[config.mk]
export PLATFORM = sky130hd
export DESIGN_NAME = gray_sync_decoder
export DESIGN_NICKNAME = d
export VERILOG_FILES = /design/src/rtl/gray_sync_decoder.sv
export SDC_FILE = /design/constraint.sdc
export NUM_CORES = 1
export LEC_CHECK = 0
export CELL_PAD_IN_SITES_DETAIL_PLACEMENT = 1
export CELL_PAD_IN_SITES_GLOBAL_PLACEMENT = 1
export CORE_MARGIN = 1.5
export CORE_UTILIZATION = 30
export CTS_CLUSTER_SIZE = 24
export DETAILED_ROUTE_END_ITERATION = 7
export PLACE_DENSITY = 0.67
export REMOVE_ABC_BUFFERS = 1
export SLEW_MARGIN = 20
export SYNTH_ARGS = -nofsm -noshare
export SYNTH_HDL_FRONTEND = slang
export SYNTH_SLANG_ARGS = --single-unit
[constraint.sdc]
create_clock -name Clk_I -period 2.9 [get_ports Clk_I]
set_clock_uncertainty 0.05 [all_clocks]
set_input_delay 0.725 -clock Clk_I [delete_from_list [all_inputs] [get_ports Clk_I]]
set_output_delay 0.725 -clock Clk_I [all_outputs]
set_load 0.01 [all_outputs]
[src/rtl/gray_sync_decoder.sv]
// Gray-count receive stage: synchronises a foreign-domain Gray count, decodes it to binary and
// reports count progress as step deltas over valid/ready. Define GRAY_SYNC_ERR_CHECK_EN to build the multi-bit-change detector.
module gray_sync_decoder #(
    parameter int WIDTH       = 4,
    parameter int SYNC_STAGES = 2
) (
    input  logic             Clk_I,
    input  logic             Rst_I,
    input  logic [WIDTH-1:0] Gray_I,
    output logic [WIDTH-1:0] Bin_O,
    output logic [WIDTH-1:0] Delta_O,
    output logic             Valid_O,
    input  logic             Ready_I,
    output logic             Ovf_O,
    output logic             Err_O
);

    typedef enum logic {
        IDLE,
        PEND
    } state_t;

    state_t           state;
    logic [WIDTH-1:0] sync_q [SYNC_STAGES];
    logic [WIDTH-1:0] gs;
    logic [WIDTH-1:0] bin_d;
    logic [WIDTH-1:0] step;
    logic [WIDTH:0]   sum;

    // NOTE: every synchroniser stage is reset so a reset cannot leak stale foreign-domain counts.
    always_ff @(posedge Clk_I or posedge Rst_I) begin
        if (Rst_I) begin
            for (int i = 0; i < SYNC_STAGES; i++) sync_q[i] <= '0;
        end else begin
            sync_q[0] <= Gray_I;
            for (int i = 1; i < SYNC_STAGES; i++) sync_q[i] <= sync_q[i-1];
        end
    end

    assign gs = sync_q[SYNC_STAGES-1];

    // NOTE: each bin_d bit is written on every pass, so no latch can be inferred.
    always_comb begin
        bin_d = '0;
        for (int i = 0; i < WIDTH; i++) bin_d[i] = ^(gs >> i);
    end

    assign step = bin_d - Bin_O;
    assign sum  = {1'b0, Delta_O} + {1'b0, step};

    // NOTE: all state uses non-blocking assignments so every register sees pre-edge values.
    always_ff @(posedge Clk_I or posedge Rst_I) begin
        if (Rst_I) begin
            state   <= IDLE;
            Bin_O   <= '0;
            Delta_O <= '0;
            Valid_O <= 1'b0;
            Ovf_O   <= 1'b0;
        end else begin
            Bin_O <= bin_d;
            case (state)
                IDLE: begin
                    if (step != '0) begin
                        Delta_O <= step;
                        Valid_O <= 1'b1;
                        state   <= PEND;
                    end
                end
                PEND: begin
                    if (Ready_I) begin
                        if (step != '0) begin
                            Delta_O <= step;
                        end else begin
                            Valid_O <= 1'b0;
                            state   <= IDLE;
                        end
                    end else begin
                        // Unaccepted steps merge into the pending delta; a wrap is remembered.
                        Delta_O <= sum[WIDTH-1:0];
                        if (sum[WIDTH]) Ovf_O <= 1'b1;
                    end
                end
            endcase
        end
    end

`ifdef GRAY_SYNC_ERR_CHECK_EN
    logic [WIDTH-1:0] gs_prev;
    logic             err_q;

    always_ff @(posedge Clk_I or posedge Rst_I) begin
        if (Rst_I) begin
            gs_prev <= '0;
            err_q   <= 1'b0;
        end else begin
            gs_prev <= gs;
            if ($countones(gs ^ gs_prev) > 1) err_q <= 1'b1;
        end
    end

    assign Err_O = err_q;
`else
    assign Err_O = 1'b0;
`endif

endmodule

# == Word-level counts from Yosys, hierarchy flattened ==
# Cells that the tools add are included.
# word_totals
reg_bits,19
inputBits,7
out_inout_bits,11
wordCells,31
# op_classes
n_addsub,2
n_eq_ne,3
muxes,10
n_bitwise,2
reduce_logical,7
# ops
operator,count
XOR reduction 4 bit,4
two-way mux 4 bit,2
one-hot mux 4 bit (2 select lines),1
inequality test 2 bit (second input constant),3
AND reduction 3 bit,2
adder 4 x 4 -> 5 bit,1
two-way mux 1 bit,5
one-hot mux 1 bit (2 select lines),2
nonzero test 4 bit,1
subtractor 4 bit,1
inverter 1 bit,2

# == Depth between registers and ports, before layout ==
# logic_depth
word_depth,6
ltp_mapped,12
ltp_nobuf,12

# == Least setup slack after synthesis ==
# No wires, ideal clock.
# synth_timing
path_kind,register -> register
startpoint,"register sync_q, in the netlist gs[3]"
endpoint,register Delta_O[2]
setup_time_ns,0.120
arrival_time_ns,2.550
required_time_ns,2.730
path_slack_ns,0.179
path_stages_with_launch,13
n_path_buf,0
period_less_slack_ns,2.721
path_cell_list,dfrtp_1 xor2_2 xnor2_2 xor2_1 ha_1 fa_1 xor2_2 inv_1 ha_1 xnor2_1 nor2_1 a21oi_1 a41o_1
# synth_between
elab_chain_len,6
word_cells_on_any_way,10
classes_between,2 x add/sub; 3 x mux; 5 x reduce/logical
# synth_rtl
item,line_no,rtl
from (decl),24,logic [WIDTH-1:0] sync_q [SYNC_STAGES];
XOR reduction 4 bit *,45,for (int i = 0; i < WIDTH; i++) bin_d[i] = ^(gs >> i);
net bin_d[2],26,logic [WIDTH-1:0] bin_d;
subtractor 4 bit *,48,assign step = bin_d - Bin_O;
branches (longest 3 deep; another with adder 4 x 4 -> 5 bit),--,
one-hot mux 4 bit (2 select lines) *,61,case (state)
to (signal assigned),64,Delta_O <= step;
to (signal assigned),72,Delta_O <= step;
to (signal assigned),79,Delta_O <= sum[WIDTH-1:0];
to (decl),11,"output logic [WIDTH-1:0] Delta_O,"
# Mark *: on every way through the listed nets, which the timed path passes.
# A chain may end at the register's enable or synchronous reset.

# == Worst setup path in the final report ==
# Same ends and word-level chain as after synthesis.

==> flow_metrics.py <==
metrics = {
    "run_status": {
        "status": "completed",
    },
    "cells_and_area": {
        "register_area_sq_um": 476.7,
        "n_fill_cell": 355,
        "nNetsFinal": 122,
        "multi_input_area_sq_um": 446.7,
        "antenna_cells": 0,
        "area_delta_synth_final_pct": 28.81,
        "layout.cells.non_filler": 148,
        "layout-drive-gt1-share_pct": 21.15,
        "post-route-util_pct": 40.89,
    },
    "critical_path": {
        "arrival_ps": 2920,
        "cp_cell_sequence": "xor2_2 > xnor2_2 > xor2_1 > ha_2 > fa_2 > fa_2 > xnor2_1 > nor2_1 > a21oi_1 > a41o_1",
        "critPathMaxFanout": 3,
        "path_class": "reg -> reg",
        "startpoint_type": "register",
        "crit_family": "adder cells",
        "crit_path_end_kind": "register",
        "slowest_stage": "fa_2",
        "max_stage_delay_ps": 460,
        "crit_buf_inv": 0,
        "path_common_cell": "fa_2",
        "worst-endpoint-required_ps": 3070,
    },
    "clock_tree": {
        "h-tree-depth": 1,
        "path_clk_slew_ps": 120,
        "cts_tree": "yes",
        "clkSinkCount": 19,
        "cts_inserted_buffers": 3,
        "root_buffer": "clkbuf_4",
        "clkLatencyLatePin_ps": 310,
        "clk_path_buf_depth": 2,
        "hold_buffers": 0,
    },
    "timing": {
        "relSlewSlack_pct": 51.43,
        "rsz0062_at_grt": "true",
        "tightest_slew_ps": 727.7,
        "slew_violations": 0,
        "max_freq_mhz": 363.6,
        "setup_viol": 0,
        "timing.final.crit_share_pct": 94.84,
        "finalHoldViolations": 0,
        "fin_crit_ps": 2750,
    },
    "logic_synthesis": {
        "synth_edf_count": 0,
        "synth.top_cells.by_area": "dfrtp_1, ha_1, inv_1",
        "yosys.cell_types.count": 30,
        "synth_seq_cells": 19,
        "yosysWarnings": 0,
        "yosys.area.top_type_share_pct": 48.66,
        "syn_area_per_cell_sq_um": 11.92,
        "postSynthCellCount": 82,
        "synth_area_sq_um": 977.2,
        "post-synth-top-count-cell": "dfrtp_1",
        "synth_ff_type": "dfrtp_1",
        "yosys-top-cells-count": "dfrtp_1, inv_1, ha_1",
        "yosysSeqAreaShare_pct": 48.66,
        "ys_async_sr_fraction_pct": 100.0,
        "synth_area_leader_cell": "dfrtp_1",
    },
    "floorplanning": {
        "initial_core_util_pct": 31.75,
        "die_y_um": 60.07,
        "die_w_um": 60.07,
        "num_rows": 20,
        "core-area_sq_um": 3078,
        "top_level_ports": 18,
        "die-area_sq_um": 3608,
    },
    "detailed_routing": {
        "drt-initial-drc-count": 18,
        "drc": 0,
        "wirelength_um": 1797,
        "firstDrtPassIters": 2,
        "ant_nets": 0,
        "wl_per_cell_um": 12.14,
        "vias": 665,
        "viasPerCell": 4.493,
    },
    "power": {
        "pwr-share-clk_pct": 12.9,
        "intPower_mw": 0.6962,
        "p_sw_mw": 0.4195,
        "pwr-share-seq_pct": 32.6,
        "power_density_nw_per_um2": 886.4,
        "p_leak_nw": 0.5789,
        "ir_worst_vdd_uv": 336.2,
        "p_sw_share_pct": 37.60,
        "p_comb_share_pct": 54.5,
    },
    "flow_run": {
        "drv_cap": 0,
    },
    "grt": {
        "grt_max_degree": 20,
        "grt_pass1_wl_um": 3146,
        "grt.total_usage_pct": 12.04,
        "overflow": 0,
        "antenna_found_initial": 0,
        "grt_pass1_vias": 727,
    },
    "placed_design": {
        "place_hpwl_um": 1385,
        "routabilityCongestion": 0.8459,
        "port_buffers": 16,
        "dp_cells": 141,
    },
    "min_path": {
        "hold_path_class": "reg -> reg",
    },
}
==> path summary, 6_finish.rpt <==
kind	startpoint	end	slack (ps)	cells past startpoint
worst min register to register	sync_q[4]$_DFF_PP0_	gs[0]$_DFF_PP0_	310	0
worst max register to register	gs[3]$_DFF_PP0_	Delta_O[2]$_DFF_PP0_	150	10
worst max-delay path	gs[3]$_DFF_PP0_	Delta_O[2]$_DFF_PP0_	150	10
worst min-delay path	sync_q[4]$_DFF_PP0_	gs[0]$_DFF_PP0_	310	0
max in group asynchronous	Rst_I	gs[3]$_DFF_PP0_	1520	2
min in group asynchronous	Rst_I	Delta_O[0]$_DFF_PP0_	780	2
==> routing by layer <==
layer | track usage (%) | up-vias | share of wire, %
li1 | - | 312 | -
met1 | 13.76 | 337 | 42
met4 | 2.857 | 0 | 0.45
met3 | 4.762 | 2 | 4.6
met2 | 20.96 | 14 | 53
met5 | 0 | - | 0
==> registers in the layout (all words and copies together) (netlist names) <==
signal and count:
gs 4, Ovf_O 1, Valid_O 1, Delta_O 4, state 1, sync_q 4, Bin_O 4
==> cells in the final DEF, fill, tap and decap left out, drive strengths merged, types with 2 or more instances in the layout <==
master         instances
nor2                   3
nand2                  2
xnor2                  4
clkdlybuf4s50         16
fa                     2
buf                    5
a41o                   3
ha                     8
nand3                  3
clkbuf                 3
xor2                   3
a21oi                  6
dfrtp                 19
and3                   2
inv                   14
==> kinds of logic after synthesis <==
group	Yosys count	share of synthesized area (%)
multiplexers	1	1.024
flip-flops	19	48.66
other	1	0.3838
buffers and inverters	17	7.682
AO/OA/AOI/OAI	15	11.91
XOR/XNOR	7	8.580
adder cells (fa/ha/maj)	10	14.34
AND/OR/NAND/NOR	12	7.427
==> per-stage QoR <==
step | worst slack (ps) | area, sq um | TNS (ps) | hold slack [ps] | power (mW)
after floorplan | 175.7 | 954.7 | 0 | 281.2 | 0.7347
after global placement | 104.6 | 1185 | 0 | 283.9 | 0.9077
after detailed placement | 16.63 | 1185 | 0 | 286.3 | 0.9295
after CTS | 22.66 | 1215 | 0 | 316.1 | 1.080
after global routing | -29.88 | 1259 | -53.94 | 322.5 | 1.235
final | 149.7 | 1259 | 0 | 311.4 | 1.116
==> power groups by stage <==
| stage | registers [mW] | logic, mW | clock network (mW) |
|---|---|---|---|
| floorplan | 0.380 | 0.355 | 0 |
| global placement | 0.364 | 0.543 | 0 |
| detailed placement | 0.367 | 0.563 | 0 |
| CTS | 0.361 | 0.565 | 0.153 |
| global route | 0.374 | 0.699 | 0.163 |
| finish | 0.364 | 0.609 | 0.144 |
==> cell type report <==
cell class	count	share of cell area [%]
multi-input combinational	46	35.49
sequential	19	37.87
inverter	14	4.175
timing repair buffer	21	15.71
tap	44	4.374
clock buffer	3	1.789
clock inverter	1	0.5964
==> what timing repair did <==
action	CTS	global route
pin swaps	1	4
setup endpoints to repair	1	3
buffers inserted	0	3
hold endpoints to repair	0	0
resized for setup	0	6
Power figures use the tool's default switching activity.
